[src/rtl/axi4_txn_throttle.sv]
// AXI4 outstanding-transaction throttle: caps accepted AR/AW, supports drain mode,
// and reports watchdog timeout, error-response counts and response underflow.
module axi4_txn_throttle #(
    parameter int MAX_RD_OUTSTANDING = 4,
    parameter int MAX_WR_OUTSTANDING = 4,
    parameter int TIMEOUT_CYCLES     = 1024,
    parameter int ERR_CNT_WIDTH      = 16,
    parameter int AXI_ID_WIDTH       = 4,
    parameter int AXI_ADDR_WIDTH     = 32,
    parameter int AXI_DATA_WIDTH     = 32
) (
    input  logic                        clk,
    input  logic                        rst_n,
    // slave side (from bridge)
    input  logic [AXI_ID_WIDTH-1:0]     s_axi_awid,
    input  logic [AXI_ADDR_WIDTH-1:0]   s_axi_awaddr,
    input  logic [7:0]                  s_axi_awlen,
    input  logic [2:0]                  s_axi_awsize,
    input  logic [1:0]                  s_axi_awburst,
    input  logic                        s_axi_awlock,
    input  logic [3:0]                  s_axi_awcache,
    input  logic [2:0]                  s_axi_awprot,
    input  logic [3:0]                  s_axi_awqos,
    input  logic                        s_axi_awvalid,
    output logic                        s_axi_awready,
    input  logic [AXI_DATA_WIDTH-1:0]   s_axi_wdata,
    input  logic [AXI_DATA_WIDTH/8-1:0] s_axi_wstrb,
    input  logic                        s_axi_wlast,
    input  logic                        s_axi_wvalid,
    output logic                        s_axi_wready,
    output logic [AXI_ID_WIDTH-1:0]     s_axi_bid,
    output logic [1:0]                  s_axi_bresp,
    output logic                        s_axi_bvalid,
    input  logic                        s_axi_bready,
    input  logic [AXI_ID_WIDTH-1:0]     s_axi_arid,
    input  logic [AXI_ADDR_WIDTH-1:0]   s_axi_araddr,
    input  logic [7:0]                  s_axi_arlen,
    input  logic [2:0]                  s_axi_arsize,
    input  logic [1:0]                  s_axi_arburst,
    input  logic                        s_axi_arlock,
    input  logic [3:0]                  s_axi_arcache,
    input  logic [2:0]                  s_axi_arprot,
    input  logic [3:0]                  s_axi_arqos,
    input  logic                        s_axi_arvalid,
    output logic                        s_axi_arready,
    output logic [AXI_ID_WIDTH-1:0]     s_axi_rid,
    output logic [AXI_DATA_WIDTH-1:0]   s_axi_rdata,
    output logic [1:0]                  s_axi_rresp,
    output logic                        s_axi_rlast,
    output logic                        s_axi_rvalid,
    input  logic                        s_axi_rready,
    // master side (to interconnect)
    output logic [AXI_ID_WIDTH-1:0]     m_axi_awid,
    output logic [AXI_ADDR_WIDTH-1:0]   m_axi_awaddr,
    output logic [7:0]                  m_axi_awlen,
    output logic [2:0]                  m_axi_awsize,
    output logic [1:0]                  m_axi_awburst,
    output logic                        m_axi_awlock,
    output logic [3:0]                  m_axi_awcache,
    output logic [2:0]                  m_axi_awprot,
    output logic [3:0]                  m_axi_awqos,
    output logic                        m_axi_awvalid,
    input  logic                        m_axi_awready,
    output logic [AXI_DATA_WIDTH-1:0]   m_axi_wdata,
    output logic [AXI_DATA_WIDTH/8-1:0] m_axi_wstrb,
    output logic                        m_axi_wlast,
    output logic                        m_axi_wvalid,
    input  logic                        m_axi_wready,
    input  logic [AXI_ID_WIDTH-1:0]     m_axi_bid,
    input  logic [1:0]                  m_axi_bresp,
    input  logic                        m_axi_bvalid,
    output logic                        m_axi_bready,
    output logic [AXI_ID_WIDTH-1:0]     m_axi_arid,
    output logic [AXI_ADDR_WIDTH-1:0]   m_axi_araddr,
    output logic [7:0]                  m_axi_arlen,
    output logic [2:0]                  m_axi_arsize,
    output logic [1:0]                  m_axi_arburst,
    output logic                        m_axi_arlock,
    output logic [3:0]                  m_axi_arcache,
    output logic [2:0]                  m_axi_arprot,
    output logic [3:0]                  m_axi_arqos,
    output logic                        m_axi_arvalid,
    input  logic                        m_axi_arready,
    input  logic [AXI_ID_WIDTH-1:0]     m_axi_rid,
    input  logic [AXI_DATA_WIDTH-1:0]   m_axi_rdata,
    input  logic [1:0]                  m_axi_rresp,
    input  logic                        m_axi_rlast,
    input  logic                        m_axi_rvalid,
    output logic                        m_axi_rready,
    // control / status
    input  logic                        enable_i,
    input  logic                        clear_i,
    output logic                        idle_o,
    output logic                        timeout_o,
    output logic                        protocol_err_o,
    output logic [ERR_CNT_WIDTH-1:0]    rd_err_cnt_o,
    output logic [ERR_CNT_WIDTH-1:0]    wr_err_cnt_o
);
    localparam int RD_CW = $clog2(MAX_RD_OUTSTANDING + 1);
    localparam int WR_CW = $clog2(MAX_WR_OUTSTANDING + 1);
    localparam int WD_W  = $clog2(TIMEOUT_CYCLES + 1);

    logic [RD_CW-1:0]         r_rd_cnt, w_rd_cnt_next;
    logic [WR_CW-1:0]         r_wr_cnt, w_wr_cnt_next;
    logic [WD_W-1:0]          r_wdog;
    logic [ERR_CNT_WIDTH-1:0] r_rd_err, r_wr_err;
    logic                     r_timeout, r_protocol_err;
    logic                     w_rd_full, w_wr_full, w_idle;
    logic                     w_ar_hs, w_aw_hs, w_r_hs, w_r_done, w_b_hs;
    logic                     w_rd_uflow, w_wr_uflow;

    assign m_axi_awid    = s_axi_awid;
    assign m_axi_awaddr  = s_axi_awaddr;
    assign m_axi_awlen   = s_axi_awlen;
    assign m_axi_awsize  = s_axi_awsize;
    assign m_axi_awburst = s_axi_awburst;
    assign m_axi_awlock  = s_axi_awlock;
    assign m_axi_awcache = s_axi_awcache;
    assign m_axi_awprot  = s_axi_awprot;
    assign m_axi_awqos   = s_axi_awqos;
    assign m_axi_wdata   = s_axi_wdata;
    assign m_axi_wstrb   = s_axi_wstrb;
    assign m_axi_wlast   = s_axi_wlast;
    assign m_axi_wvalid  = s_axi_wvalid;
    assign s_axi_wready  = m_axi_wready;
    assign s_axi_bid     = m_axi_bid;
    assign s_axi_bresp   = m_axi_bresp;
    assign s_axi_bvalid  = m_axi_bvalid;
    assign m_axi_bready  = s_axi_bready;
    assign m_axi_arid    = s_axi_arid;
    assign m_axi_araddr  = s_axi_araddr;
    assign m_axi_arlen   = s_axi_arlen;
    assign m_axi_arsize  = s_axi_arsize;
    assign m_axi_arburst = s_axi_arburst;
    assign m_axi_arlock  = s_axi_arlock;
    assign m_axi_arcache = s_axi_arcache;
    assign m_axi_arprot  = s_axi_arprot;
    assign m_axi_arqos   = s_axi_arqos;
    assign s_axi_rid     = m_axi_rid;
    assign s_axi_rdata   = m_axi_rdata;
    assign s_axi_rresp   = m_axi_rresp;
    assign s_axi_rlast   = m_axi_rlast;
    assign s_axi_rvalid  = m_axi_rvalid;
    assign m_axi_rready  = s_axi_rready;

    // Gating uses registered counts only, so a completion never unblocks in its own cycle.
    assign w_rd_full     = (r_rd_cnt == RD_CW'(MAX_RD_OUTSTANDING));
    assign w_wr_full     = (r_wr_cnt == WR_CW'(MAX_WR_OUTSTANDING));
    assign m_axi_arvalid = s_axi_arvalid & enable_i & ~w_rd_full;
    assign s_axi_arready = m_axi_arready & enable_i & ~w_rd_full;
    assign m_axi_awvalid = s_axi_awvalid & enable_i & ~w_wr_full;
    assign s_axi_awready = m_axi_awready & enable_i & ~w_wr_full;

    assign w_ar_hs  = m_axi_arvalid & m_axi_arready;
    assign w_aw_hs  = m_axi_awvalid & m_axi_awready;
    assign w_r_hs   = m_axi_rvalid & s_axi_rready;
    assign w_r_done = w_r_hs & m_axi_rlast;
    assign w_b_hs   = m_axi_bvalid & s_axi_bready;
    assign w_idle   = (r_rd_cnt == '0) && (r_wr_cnt == '0);

    always_comb begin
        w_rd_cnt_next = r_rd_cnt;
        w_rd_uflow    = 1'b0;
        if (w_ar_hs && !w_r_done) begin
            w_rd_cnt_next = r_rd_cnt + RD_CW'(1);
        end else if (!w_ar_hs && w_r_done) begin
            if (r_rd_cnt == '0) w_rd_uflow = 1'b1;
            else                w_rd_cnt_next = r_rd_cnt - RD_CW'(1);
        end
    end

    always_comb begin
        w_wr_cnt_next = r_wr_cnt;
        w_wr_uflow    = 1'b0;
        if (w_aw_hs && !w_b_hs) begin
            w_wr_cnt_next = r_wr_cnt + WR_CW'(1);
        end else if (!w_aw_hs && w_b_hs) begin
            if (r_wr_cnt == '0) w_wr_uflow = 1'b1;
            else                w_wr_cnt_next = r_wr_cnt - WR_CW'(1);
        end
    end

    always_ff @(posedge clk or negedge rst_n) begin
        if (!rst_n) begin
            r_rd_cnt <= '0;
            r_wr_cnt <= '0;
        end else begin
            r_rd_cnt <= w_rd_cnt_next;
            r_wr_cnt <= w_wr_cnt_next;
        end
    end

    // Status state: clear_i takes priority over any same-cycle increment or set.
    always_ff @(posedge clk or negedge rst_n) begin
        if (!rst_n) begin
            r_wdog         <= '0;
            r_timeout      <= 1'b0;
            r_protocol_err <= 1'b0;
            r_rd_err       <= '0;
            r_wr_err       <= '0;
        end else if (clear_i) begin
            r_wdog         <= '0;
            r_timeout      <= 1'b0;
            r_protocol_err <= 1'b0;
            r_rd_err       <= '0;
            r_wr_err       <= '0;
        end else begin
            if (w_idle || w_r_hs || w_b_hs)
                r_wdog <= '0;
            else if (r_wdog != WD_W'(TIMEOUT_CYCLES))
                r_wdog <= r_wdog + WD_W'(1);
            if (r_wdog == WD_W'(TIMEOUT_CYCLES))
                r_timeout <= 1'b1;
            if (w_rd_uflow || w_wr_uflow)
                r_protocol_err <= 1'b1;
            if (w_r_hs && m_axi_rresp[1] && (r_rd_err != '1))
                r_rd_err <= r_rd_err + ERR_CNT_WIDTH'(1);
            if (w_b_hs && m_axi_bresp[1] && (r_wr_err != '1))
                r_wr_err <= r_wr_err + ERR_CNT_WIDTH'(1);
        end
    end

    assign idle_o         = w_idle;
    assign timeout_o      = r_timeout;
    assign protocol_err_o = r_protocol_err;
    assign rd_err_cnt_o   = r_rd_err;
    assign wr_err_cnt_o   = r_wr_err;
endmodule
[config.mk]
export PLATFORM = sky130hd
export DESIGN_NAME = axi4_txn_throttle
export DESIGN_NICKNAME = d
export VERILOG_FILES = /design/src/rtl/axi4_txn_throttle.sv
export SDC_FILE = /design/constraint.sdc
export NUM_CORES = 1
export LEC_CHECK = 0
export CAP_MARGIN = 20
export CORE_AREA = 2 2 184 186
export DETAILED_ROUTE_END_ITERATION = 10
export DIE_AREA = 0 0 186 188
export DONT_BUFFER_PORTS = 1
export HOLD_SLACK_MARGIN = 0.1
export PLACE_DENSITY = 0.34
export REMOVE_ABC_BUFFERS = 1
export SLEW_MARGIN = 0
export SYNTH_ARGS = -nofsm -noshare
export SYNTH_HDL_FRONTEND = slang
export SYNTH_SLANG_ARGS = --single-unit
[constraint.sdc]
create_clock -name clk -period 2 [get_ports clk]
set_input_delay 0.4 -clock clk [delete_from_list [all_inputs] [get_ports clk]]
set_output_delay 0.4 -clock clk [all_outputs]
set_load 0.005 [all_outputs]
==> metrics.md, run 1 <==
| Metric | Value |
|---|---|
| Top cell type's share of synthesized area | `35.8%` |
| Die Y | `188 um` |
| Yosys top cell by area | `buf_4` |
| Chip width | `186 um` |
| EDFF count, synth | `0` |
| Post-synth ARST share | `100%` |
| Syn Inst Count | `507` |
| Yosys reg bits | `51` |
| Most used DFF post-synth | `dfrtp_1` |
| Synth Area in Compound Gates | `5.23%` |
| Post-synth cell types | `45` |
| Xor/xnor share of the synthesized area | `7.52%` |
| Stop stage | `3_3_place_gp` |
| Site row count | `67` |
| Syn avg cell area | `8.73 um2` |
| Synthesized area | `4430 um2` |
| Adder-cell area share of the yosys netlist | `3.28%` |
| Simple-gate area share of the yosys netlist | `16.6%` |
| Largest family of logic cells by synthesized area | `buffers and inverters` |
| Ys Warns | `0` |
| Post-synthesis sequential area ratio | `28.8%` |
| Starting Density | `13.4%` |
| Boundary pin count | `467` |
| Log Error | `[ERROR GPL-0305] RePlAce diverged during gradient descent calculation, resulting in an invalid step length (Inf or NaN). This is often caused by numerical instability ...` |
| PortBufs | `0` |
| Post-synthesis mux area share | `1.19%` |
| Top post-synthesis cells by area | `buf_4, dfrtp_1, xnor2_1` |
| Status | `did not finish` |
synth_stat cells, types with 3 or more instances:
| cell type | n |
|---|---|
| nor4_1 | 8 |
| mux2i_1 | 3 |
| nor2_1 | 53 |
| a21oi_1 | 8 |
| inv_1 | 11 |
| xnor2_1 | 28 |
| dfrtp_1 | 51 |
| ha_1 | 10 |
| o21ai_0 | 5 |
| nand2_1 | 20 |
| nor3_1 | 6 |
| nand4_1 | 9 |
| xor2_1 | 10 |
| a211oi_1 | 5 |
| nand3_1 | 18 |
| clkbuf_1 | 4 |
| nor3b_1 | 5 |
| buf_4 | 211 |
| or3_1 | 3 |
| and3_1 | 7 |
cell families after synthesis:
family / Yosys count
fa+ha+maj: 11
xor+xnor: 38
mux: 5
simple gates: 142
buf+inv: 229
flops: 51
compound gates: 31
==> run 2, diff against run 1 <==
--- a/config.mk
+++ b/config.mk
@@ -6,12 +6,11 @@
 export NUM_CORES = 1
 export LEC_CHECK = 0
 export CAP_MARGIN = 20
-export CORE_AREA = 2 2 184 186
+export CORE_AREA = 2 2 181 183
 export DETAILED_ROUTE_END_ITERATION = 10
-export DIE_AREA = 0 0 186 188
+export DIE_AREA = 0 0 183 185
 export DONT_BUFFER_PORTS = 1
-export HOLD_SLACK_MARGIN = 0.1
-export PLACE_DENSITY = 0.34
+export PLACE_DENSITY_LB_ADDON = 0.15
 export REMOVE_ABC_BUFFERS = 1
 export SLEW_MARGIN = 0
 export SYNTH_ARGS = -nofsm -noshare
==> constraint.sdc (replaced) <==
create_clock -name clk -period 2.6 [get_ports clk]
set_input_delay 0.52 -clock clk [delete_from_list [all_inputs] [get_ports clk]]
set_output_delay 0.52 -clock clk [all_outputs]
set_load 0.005 [all_outputs]
==> run 2 against run 1 <==
The flow now finishes without violations. Area after synthesis unchanged. Synthesized cell count did not move.
==> metrics.md, run 2 <==
| Metric | Value |
|---|---|
| Status | `complete, no violations` |
| Post-synth ARST share | `100% (unchanged)` |
| Synthesized area | `4430 um2 (unchanged)` |
| Starting Density | `13.8% (+0.45 points)` |
| Yosys top cell by area | `buf_4` |
| Ys Warns | `0 (unchanged)` |
| Core Box Area | `32000 um2` |
| PortBufs | `0 (unchanged)` |
| DP HPWL | `54.7 mm` |
| Die ar. | `33900 um2` |
| Setup WS post-layout | `195 ps` |
| Endpoint class of the critical path | `primary output` |
| Top delay family on crit path | `simple AND/OR/NAND/NOR gates` |
| CP required | `2080 ps` |
| H-tree levels | `2` |
| Pre-antenna DRT Iters | `4` |
| Crit Reg-Reg Startpoint | `r_wr_cnt[1]` |
| Site row count | `66 (-1.5%)` |
| Count leader, synth | `buf_4` |
| WP depth | `3` |
| GPL Wtd Cong | `1.24` |
| Crit start category | `flip-flop` |
| TritonCTS buffer count | `5` |
| CTS Sinks | `51` |
| Worst vdd ir | `0.000252 V` |
| Xor/xnor share of the synthesized area | `7.52% (unchanged)` |
| R2R depth | `11` |
| Skew final | `7.34 ps` |
| DR WL met2 | `28.0 mm` |
| First-pass GRT wire length | `64.4 mm` |
| CP bufs+invs | `1` |
| Reg2reg end | `r_wr_cnt[2]` |
| Uppermost layer routed | `met5` |
| Clk slew on worst S/H paths | `90 ps` |
| Top cell type's share of synthesized area | `35.8% (unchanged)` |
| Top post-synthesis cells by area | `buf_4, dfrtp_1, xnor2_1` |
| Syn avg cell area | `8.73 um2 (unchanged)` |
| Worst Path Arrival | `1880 ps` |
| Vias per cell | `4.31` |
| Final setup vio count | `0` |
| Crit path launch | `r_rd_cnt[0]` |
| CTS root buf | `clkbuf_16` |
| Post-synth top cells | `buf_4, nor2_1, dfrtp_1` |
| Final Max Tran Viols | `0` |
| Post-route ant nets | `0` |
| Crit path cell chain | `or3_1, nor4_1, buf_4` |
| Worst-Skew Late Latency | `320 ps` |
| Chip width | `183 um (-1.6%)` |
| Adder-cell area share of the yosys netlist | `3.28% (unchanged)` |
| Boundary pin count | `467 (unchanged)` |
| DRC Markers | `0` |
| Setup Buffers After CTS | `0` |
| GRT overflow | `0` |
| Most common cell after layout, fill and taps aside | `nor2_1` |
| Slew margin rel. | `57.7%` |
| Max-cap violations | `0` |
| Most used DFF post-synth | `dfrtp_1` |
| P_leak | `1.30 nW` |
| Final Cycle Share | `92.5%` |
| FF-to-FF setup slack | `230 ps` |
| Post-Route WL | `57.7 mm` |
| Vias in the first global route | `2798` |
| Die Y | `185 um (-1.6%)` |
| Most frequent cells in the layout | `nor2_1, dfrtp_1, xnor2_1` |
| Synth Area in Compound Gates | `5.23% (unchanged)` |
| CP max stage cell | `nor4_1` |
| Design area | `3550 um2` |
| Critical Path Max Stage Delay | `470 ps` |
| TNS Setup | `0 ps` |
| Crit Path Category | `reg -> out` |
| Post-synth cell types | `45 (unchanged)` |
| CTS tree | `built` |
| Post-synthesis sequential area ratio | `28.8% (unchanged)` |
| Largest family of logic cells by synthesized area | `buffers and inverters` |
| Pwr Density | `561 nW/um2` |
| Iteration-0 DRC Markers | `279` |
| Top achievable clock speed | `416 MHz` |
| Final Util | `11.1%` |
| Final hold violations | `0` |
| Placed inst area | `3360 um2` |
| Worst Hold Class | `in -> async` |
| Wl on met1 | `6.09 mm` |
| Slew @ Worst Pin | `630 ps` |
| Initial antenna violation count | `2` |
| Layout cell share with drive strength beyond 1 | `7.92%` |
| Met3 routed WL | `17.1 mm` |
| Syn Inst Count | `507 (unchanged)` |
| Fin crit period | `2400 ps` |
| Pre-CTS setup slack | `210 ps` |
| DR WL/cell | `81.0 um` |
| Worst Setup EP | `idle_o` |
| Simple-gate area share of the yosys netlist | `16.6% (unchanged)` |
| Post-synthesis mux area share | `1.19% (unchanged)` |
| Synthesis-to-layout area growth | `-19.8%` |
| Total track usage | `33.6%` |
| Largest net degree at the start of global routing | `52` |
| Bufs on Longest Clock Path | `2` |
| Via Count | `3076` |
| EDFF count, synth | `0 (unchanged)` |
| Critical Path Fanout Max | `4` |
| Yosys reg bits | `51 (unchanged)` |
| RSZ-0062 raised after global routing | `false` |
| Final nets | `531` |
## run 2: cell counts after synthesis
No cell type changed its count.
## run 2: cells by family (layout without fill, tap and decap cells)
group | Yosys count | after routing
other cells | 0 | 2
flops | 51 | 51
compound gates | 31 | 31
simple gates | 142 | 142
xor+xnor | 38 | 38
mux | 5 | 5
buf+inv | 229 | 25
fa+ha+maj | 11 | 11
## run 2: power by group
group          internal, mW  switching, mW  total, mW
clock network         0.368          0.397      0.765
logic                 0.138          0.172      0.311
registers             0.846         0.0688      0.914
total                  1.35          0.638       1.99
## run 2: final cells by class
class,instances,area [um2]
Clock inverter,3,27.5
Inverter,11,41.3
Sequential cell,51,1280
Tap cell,408,510
Timing Repair Buffer,6,65.1
Antenna cell,2,5.00
Multi-Input combinational cell,227,1500
Fill cell,3668,28500
Clock buffer,5,125
## run 2: repair_timing
| action | CTS | global route |
|---|---|---|
| endpoints found under the setup margin | 0 | 1 |
| resized for setup | 0 | 1 |
| hold endpoints to repair | 51 | 0 |
| hold buffers | 1 | 0 |
## run 2: stage by stage
| stage | power [mW] | hold slack, ps | instances |
|---|---|---|---|
| 4_1_cts | 2.02 | 69.7 | 711 |
| 3_5_place_dp | 1.21 | 226 | 702 |
| 3_3_place_gp | 1.21 | 226 | 702 |
| 5_1_grt | 2.10 | 69.9 | 711 |
| 2_1_floorplan | 1.12 | 224 | 289 |
| 6_report | 1.99 | 64.4 | 713 |
## run 2: metal layers
| metal | up-vias | track usage, % |
|---|---|---|
| li1 | 1059 | - |
| met1 | 1280 | 8.49 |
| met2 | 600 | 58.8 |
| met3 | 119 | 49.3 |
| met4 | 18 | 25.9 |
| met5 | - | 15.6 |
## run 2: worst min-delay path by stage
stage / endpoint / slack, ps / depth (start not counted) / startpoint
after global routing: wr_err_cnt_o[0] / 70 / 1 / rst_n
final: wr_err_cnt_o[1] / 60 / 1 / rst_n
after CTS: wr_err_cnt_o[1] / 70 / 1 / rst_n
after floorplan: protocol_err_o / 220 / 0 / rst_n
after global placement: wr_err_cnt_o[10] / 230 / 0 / rst_n
after detailed placement: wr_err_cnt_o[10] / 230 / 0 / rst_n
## run 2: worst reg2reg max path: stages, from the launching register on
cell      delay, ps
dfrtp_1         430
nor2_1          100
a21boi_0        200
and2_1          180
nand2_1          90
inv_1            60
ha_1            160
inv_1            60
fa_1            410
mux2_2          300
a22oi_1         150
o21ai_0         110
No activity file was read; power rests on OpenSTA's default activity.
